$ cat config.mk
export PLATFORM = sky130hd
export DESIGN_NAME = mux_arbiter2
export DESIGN_NICKNAME = d
export VERILOG_FILES = /design/src/rtl/mux_arbiter2.sv
export SDC_FILE = /design/constraint.sdc
export NUM_CORES = 1
export LEC_CHECK = 0
export ABC_CLOCK_PERIOD_IN_PS = 5610
export CORE_MARGIN = 2
export CORE_UTILIZATION = 48
export DETAILED_ROUTE_END_ITERATION = 16
export PLACE_DENSITY = 0.9
export SLEW_MARGIN = 20
export SYNTH_ARGS = -nofsm -noshare
export SYNTH_HDL_FRONTEND = slang
export SYNTH_SLANG_ARGS = --single-unit
$ cat constraint.sdc
create_clock -name clk -period 5.61 [get_ports clk]
set_input_delay 1.122 -clock clk [delete_from_list [all_inputs] [get_ports clk]]
set_output_delay 1.122 -clock clk [all_outputs]
set_load 0.01 [all_outputs]
$ cat src/rtl/mux_arbiter2.sv
// rtl/mux_arbiter2.sv - two-source round-robin packet arbiter driving a 2:1 mux and a registered valid/ready output stage
module mux_arbiter2 #(
    parameter int DATA_W  = 8,
    parameter int TIMEOUT = 32,
    parameter int CNT_W   = 6
) (
    input  logic              clk,
    input  logic              rst,
    input  logic              req1,
    input  logic [DATA_W-1:0] din1,
    input  logic              last1,
    output logic              ack1,
    input  logic              req2,
    input  logic [DATA_W-1:0] din2,
    input  logic              last2,
    output logic              ack2,
    output logic              sel,
    output logic [DATA_W-1:0] dout,
    output logic              dout_valid,
    input  logic              dout_ready,
    output logic              busy,
    output logic              timeout_err
);

    typedef enum logic [1:0] {
        S_IDLE = 2'd0,
        S_G1   = 2'd1,
        S_G2   = 2'd2
    } state_t;

    // Last counter value before a stalled grant is forcibly released.
    localparam logic [CNT_W-1:0] CNT_LAST = CNT_W'(TIMEOUT - 1);
    localparam logic [CNT_W-1:0] CNT_ONE  = CNT_W'(1);

    state_t            state;
    state_t            next_state;

    // Round-robin pointer: 1 when source 2 wins a simultaneous request.
    logic              ptr2;
    logic              ptr2_next;

    // Cycles spent granted with the owner not presenting a beat.
    logic [CNT_W-1:0]  idle_cnt;
    logic [CNT_W-1:0]  idle_cnt_next;

    // sel is held in IDLE, so it is a register rather than a state decode.
    logic              sel_q;
    logic              sel_next;
    logic              terr_next;

    logic              space;
    logic              ack_any;
    logic              granted_g1;
    logic              req_g;
    logic              last_g;
    logic              req_o;
    logic [DATA_W-1:0] mux_data;

    // Output stage can take a new beat when empty or draining this cycle.
    assign space      = ~dout_valid | dout_ready;
    assign granted_g1 = (state == S_G1);

    // Owner/other views of the request lines for the active grant.
    assign req_g      = granted_g1 ? req1  : req2;
    assign last_g     = granted_g1 ? last1 : last2;
    assign req_o      = granted_g1 ? req2  : req1;
    assign ack_any    = ack1 | ack2;

    // The shared mux itself; sel=1 routes din1.
    assign mux_data   = sel_q ? din1 : din2;
    assign sel        = sel_q;

    // State, pointer, counter, select and error-pulse registers.
    always_ff @(posedge clk or posedge rst) begin
        if (rst) begin
            state       <= S_IDLE;
            ptr2        <= 1'b0;
            idle_cnt    <= '0;
            sel_q       <= 1'b1;
            timeout_err <= 1'b0;
        end else begin
            state       <= next_state;
            ptr2        <= ptr2_next;
            idle_cnt    <= idle_cnt_next;
            sel_q       <= sel_next;
            timeout_err <= terr_next;
        end
    end

    // Arbitration, packet lock, end-of-packet hand-over and stall release.
    always_comb begin
        next_state    = state;
        ptr2_next     = ptr2;
        idle_cnt_next = idle_cnt;
        sel_next      = sel_q;
        terr_next     = 1'b0;
        case (state)
            S_IDLE: begin
                idle_cnt_next = '0;
                if (req1 && (!req2 || !ptr2)) begin
                    next_state = S_G1;
                    sel_next   = 1'b1;
                end else if (req2) begin
                    next_state = S_G2;
                    sel_next   = 1'b0;
                end
            end
            S_G1, S_G2: begin
                if (ack_any) begin
                    idle_cnt_next = '0;
                    if (last_g) begin
                        // Hand priority to the other source after every packet.
                        ptr2_next = granted_g1;
                        if (req_o) begin
                            next_state = granted_g1 ? S_G2 : S_G1;
                            sel_next   = ~granted_g1;
                        end else begin
                            next_state = S_IDLE;
                        end
                    end
                end else if (!req_g) begin
                    // Only an absent owner counts; back-pressure stalls do not.
                    if (idle_cnt == CNT_LAST) begin
                        next_state    = S_IDLE;
                        ptr2_next     = granted_g1;
                        idle_cnt_next = '0;
                        terr_next     = 1'b1;
                    end else begin
                        idle_cnt_next = idle_cnt + CNT_ONE;
                    end
                end
            end
            default: begin
                next_state    = S_IDLE;
                idle_cnt_next = '0;
            end
        endcase
    end

    // Per-state outputs: acknowledge only the owner, and only with space.
    always_comb begin
        ack1 = 1'b0;
        ack2 = 1'b0;
        busy = 1'b0;
        case (state)
            S_G1: begin
                ack1 = req1 & space;
                busy = 1'b1;
            end
            S_G2: begin
                ack2 = req2 & space;
                busy = 1'b1;
            end
            default: begin
                ack1 = 1'b0;
                ack2 = 1'b0;
                busy = 1'b0;
            end
        endcase
    end

    // Registered output stage: load on ack, drop valid once consumed.
    always_ff @(posedge clk or posedge rst) begin
        if (rst) begin
            dout       <= '0;
            dout_valid <= 1'b0;
        end else if (ack_any) begin
            dout       <= mux_data;
            dout_valid <= 1'b1;
        end else if (dout_ready) begin
            dout_valid <= 1'b0;
        end
    end

endmodule
; Word-level counts from Yosys, hierarchy flattened
; Cells that the tools add are included.
; W data, S select, Z words.
[word_totals]
input_bits = 23
register_bits = 20
[op_classes]
n_reduce_logical = 12
n_mux = 36
add_sub_neg = 1
bitwise = 6
n_eq_ne = 12
[ops]
columns = operator, count
row1 = $mux W6, 4
row2 = $mux W1, 21
row3 = $mux W2, 8
row4 = $mux W8, 1
row5 = $ne A2 B1 Y1 const B, 4
row6 = $reduce_and A4 Y1, 2
row7 = $add A6 B1 Y6 const B, 1
row8 = $eq A6 B5 Y1 const B, 1
row9 = $ne A3 B3 Y1 const B, 2
row10 = $reduce_bool A2 Y1, 3
row11 = $reduce_and A5 Y1, 1
row12 = $pmux W2 S2, 1
row13 = $ne A3 B1 Y1 const B, 1
row14 = $ne A3 B2 Y1 const B, 1
row15 = $and A1 B1 Y1, 2
row16 = $eq A2 B1 Y1 const B, 1
row17 = $eq A2 B2 Y1 const B, 1
row18 = $logic_not A1 Y1, 2
row19 = $logic_not A2 Y1, 1
row20 = $ne A2 B2 Y1 const B, 1
row21 = $not A1 Y1, 2
row22 = $or A1 B1 Y1, 2
row23 = $pmux W1 S2, 1
row24 = $reduce_or A2 Y1, 1
row25 = 2 further kinds, 2

; Longest topological paths before layout
[depth]
depth_word = 7
mapped_depth = 8

; Least setup slack after synthesis
; No wires, ideal clock.
[synth_timing]
kind = in2out
start = input port dout_ready
end = output port ack2
path_stages = 2
t_required_ps = 4488
arrival_ps = 1566
slack_ps = 2922
cell_sequence = nor2b_1 > nor2_1
[synth_between]
elab_chain_cells = 3
[synth_lines]
columns = element, line_no
row1 = "start, declared", 20  ; input logic dout_ready,
row2 = $or A1 B1 Y1, 60  ; assign space = ~dout_valid | dout_ready;
row3 = $and A1 B1 Y1, 151  ; ack2 = req2 & space;
row4 = $mux W1, 145  ; case (state)
row5 = "end, declared", 16  ; output logic ack2,
; No other way between the ends.

; Worst setup path after layout
[layout_timing]
start = input port req2
end = output port ack2
[layout_between]
elab_chain_cells = 2
[layout_lines]
columns = element, line_no
row1 = "start, declared", 13  ; input logic req2,
row2 = $and A1 B1 Y1, 151
row3 = $mux W1, 145
; No other way between the ends.

==> impl_results.rst <==
.. list-table::
   :header-rows: 1

   * - Metric
     - Value
   * - I/O Buffers
     - 36
   * - Half-perimeter wire length after detailed placement
     - 1953 um
   * - Final design area excluding fillers
     - 1544 um2
   * - Number of nets at the end of the flow
     - 186
   * - Fraction of the yosys area taken by sequential cells
     - 44.41%
   * - Avg WL per Cell
     - 13.59 um
   * - Power density of the placed cells
     - 439.9 nW/um2
   * - Leak pwr
     - 0.6565 nW
   * - Global-route congestion overflow total
     - 0
   * - Final setup fails
     - 0
   * - Max Clock Skew
     - 0.002729 ns
   * - Core region area
     - 2212 um2
   * - Post-CTS setup buffers
     - 0
   * - Worst hold slack
     - 0.5165 ns
   * - Maximum fanout along the worst path
     - 6
   * - TNS Setup
     - 0 ns
   * - Top Ports
     - 37
   * - Cell with the most instances after synthesis
     - sky130_fd_sc_hd__nor2_1
   * - Cells resized by post-CTS repair
     - 0
   * - Sinks on the clock net
     - 20
   * - Peak per-stage delay on the critical path
     - 0.60 ns
   * - Maximum clock frequency
     - 259.7 MHz
   * - Count of antenna-violating nets left after detailed routing
     - 0
   * - Full die area
     - 2758 um2
   * - Tightest Pin Transition
     - 0.7963 ns
   * - Sequential fraction of design power
     - 35.1%
   * - Fin crit share
     - 68.65%
   * - Kind of path behind the tightest hold check
     - register to register
   * - Yosys warns
     - 0
   * - Seq cells post-synth
     - 20
   * - Instance area at placement
     - 1508 um2
   * - Synth top area share
     - 42.08%
   * - Library cell contributing the largest single delay on the critical path
     - sky130_fd_sc_hd__clkdlybuf4s50_1
   * - CTS Buffer Depth
     - 2
   * - Initial Utilization
     - 51.07%
   * - Number of cell rows
     - 17
   * - Count of H-tree levels built during CTS
     - 1
   * - CTS tree
     - built
   * - Mean instance size in the synthesized netlist
     - 9.337 um2
   * - Net switching fraction of the power
     - 38.06%
   * - Clock network fraction of total power
     - 11.9%
   * - Fraction of registers with async set or reset after synthesis
     - 100.0%
   * - Detailed Routing Iterations Pass 1
     - 4
   * - DRC violation count after routing
     - 0
   * - Most area-hungry cell type in the Yosys netlist
     - sky130_fd_sc_hd__dfrtp_1
   * - Primary FF master, synth
     - sky130_fd_sc_hd__dfrtp_1
   * - Kind of launch point of the worst setup path
     - primary input
   * - Number of max-cap violations
     - 0
   * - Cell chosen for the clock root
     - sky130_fd_sc_hd__clkbuf_4
   * - Period minus WS final
     - 3.851 ns
   * - Critical path, cell by cell
     - clkdlybuf4s50_1, nand2_1, nor2_1, clkdlybuf4s50_1
   * - Global-route usage over all layers
     - 20.63%
   * - Max Slew Vio Count
     - 0
   * - Pin count of the biggest net entering global routing
     - 21
   * - Antenna diode instance count
     - 0
   * - Number of enable-type register cells in the synthesized netlist
     - 0
   * - Top cells by area, synth
     - sky130_fd_sc_hd__dfrtp_1 42%, sky130_fd_sc_hd__mux2i_1 8.9%, sky130_fd_sc_hd__nor2_1 6.6%
   * - Data required time at the worst endpoint
     - 4.49 ns
   * - Overall die width
     - 52.52 um
   * - Number of antenna violations at the first check in global routing
     - 0
   * - Clk slew on worst S/H paths
     - 0.10 ns
   * - Via-to-Cell Ratio
     - 5.416
   * - Count of routing violations after the opening detailed-route iteration
     - 19
   * - Wire length of the first global-routing pass
     - 4133 um
   * - Sort of element at the end of the critical path
     - primary output
   * - Final estimated routing congestion in global placement
     - 0.7812
   * - Synth Cell Area
     - 1130 um2
   * - Area Overhead vs Synth
     - 36.66%
   * - Number of global-route vias before repair
     - 960
   * - Hold Violations, Final
     - 0
   * - Total Routed Length
     - 2515 um
   * - Combinational Power Share
     - 52.9%
   * - Tot Pwr
     - 679.2 uW
   * - Cell Count Post-Placement
     - 181
   * - Data arrival time of the critical path
     - 2.73 ns
   * - Count of mapped cells out of synthesis
     - 121
   * - Status
     - completed
   * - Number of fillers in the final layout
     - 164
   * - Fraction of layout instances using a drive strength above 1
     - 6.369%
   * - Setup repair after global routing missed its margin
     - false
   * - Crit Path Category
     - primary input to primary output
   * - Number of CTS-inserted buffers
     - 3
   * - Final cell count without fillers
     - 185
   * - Net switching power
     - 258.5 uW
   * - Peak supply drop
     - 0.2894 mV
   * - Hold buffer count at CTS
     - 0
   * - Cell internal power dissipation
     - 420.7 uW
   * - Clk Latency, worst-skew pair
     - 0.29 ns
   * - Yosys cell types
     - 36
   * - Chip height
     - 52.52 um
   * - Crit path top cell by count
     - sky130_fd_sc_hd__clkdlybuf4s50_1
   * - List of most frequent post-synthesis cells
     - 20 x sky130_fd_sc_hd__nor2_1, 19 x sky130_fd_sc_hd__dfrtp_1, 11 x sky130_fd_sc_hd__a21oi_1
   * - Overall via count from detail_route
     - 1002
   * - Synthesized net count
     - 149
   * - Worst-case headroom to the max-slew limit
     - 46.91%
worst max-delay path: cells and delay by family:
family / cells / cell delay, ns
buffers and inverters: 2 / 1.18
AND/OR/NAND/NOR: 2 / 0.42
final cells by class:
class / count / area, um2 / share of cell area [%]
timing repair buffer: 36 / 360.3 / 23.34
clock buffer: 4 / 36.28 / 2.350
inverter: 4 / 15.01 / 0.9724
multi-input combinational: 93 / 595.6 / 38.57
sequential: 20 / 501.7 / 32.50
tap: 28 / 35.03 / 2.269
registers in the layout (all words and copies together) (netlist names):
signal	flops
idle_cnt	6
ptr2	1
sel	1
timeout_err	1
dout	8
state	2
dout_valid	1
kinds of logic (layout without fill, tap and decap cells):
logic type | count (synthesis) | count (layout) | synth area share [%]
simple gates | 46 | 46 | 18.16
xor+xnor | 2 | 2 | 1.551
flops | 20 | 20 | 44.41
fa+ha+maj | 5 | 5 | 5.537
buf+inv | 8 | 44 | 2.879
compound gates | 29 | 29 | 17.28
mux | 11 | 11 | 10.19
path summary, 6_finish.rpt:
check,from,to,slack (ns),depth (start not counted)
hold / removal,ptr2,ptr2,0.52,1
max in group asynchronous,rst,dout[7],3.92,2
setup reg to reg,state[1],sel,3.21,7
hold reg to reg,ptr2,ptr2,0.52,1
setup / recovery,req2,ack2,1.76,4
min in group asynchronous,rst,dout[0],1.24,2
layout by cell type, fill, tap and decap left out, types with 2 or more instances in the layout:
master                            netlist  final
sky130_fd_sc_hd__ha_1                   5      5
sky130_fd_sc_hd__nand2b_1               2      2
sky130_fd_sc_hd__mux2i_1               10     10
sky130_fd_sc_hd__nand2_1               10     10
sky130_fd_sc_hd__a32o_1                 2      2
sky130_fd_sc_hd__nor3_1                 4      4
sky130_fd_sc_hd__clkbuf_4               0      3
sky130_fd_sc_hd__o21ai_0                3      3
sky130_fd_sc_hd__a21boi_0               2      2
sky130_fd_sc_hd__clkdlybuf4s50_1        0     36
sky130_fd_sc_hd__xor2_1                 2      2
sky130_fd_sc_hd__a21oi_1               11     11
sky130_fd_sc_hd__inv_1                  4      4
sky130_fd_sc_hd__dfrtp_1               19     19
sky130_fd_sc_hd__nor2_1                20     20
sky130_fd_sc_hd__nand3_1                3      3
power by group through the flow:
| stage | logic [mW] | clock network, mW | registers [mW] |
|---|---|---|---|
| 6_report | 0.359 | 0.0811 | 0.239 |
| 5_1_grt | 0.396 | 0.0907 | 0.246 |
| 4_1_cts | 0.361 | 0.0828 | 0.240 |
| 3_5_place_dp | 0.359 | 0 | 0.241 |
| 3_3_place_gp | 0.347 | 0 | 0.240 |
| 2_1_floorplan | 0.210 | 0 | 0.242 |
per-stage QoR:
stage          util (%)  worst slack (ns)
2_1_floorplan         -             2.922
5_1_grt           69.80             1.672
6_report          69.80             1.759
3_3_place_gp      68.16             1.835
4_1_cts           69.80             1.781
3_5_place_dp      68.16             1.783
metal layers:
| layer | track usage (%) | part of all wire [%] | up-vias |
|---|---|---|---|
| li1 | - | - | 502 |
| met5 | 0 | 0 | - |
| met2 | 36.04 | 50 | 34 |
| met1 | 25.09 | 43 | 463 |
| met3 | 4.571 | 6.3 | 3 |
| met4 | 6.410 | 0.56 | 0 |
Power figures use the tool's default switching activity.
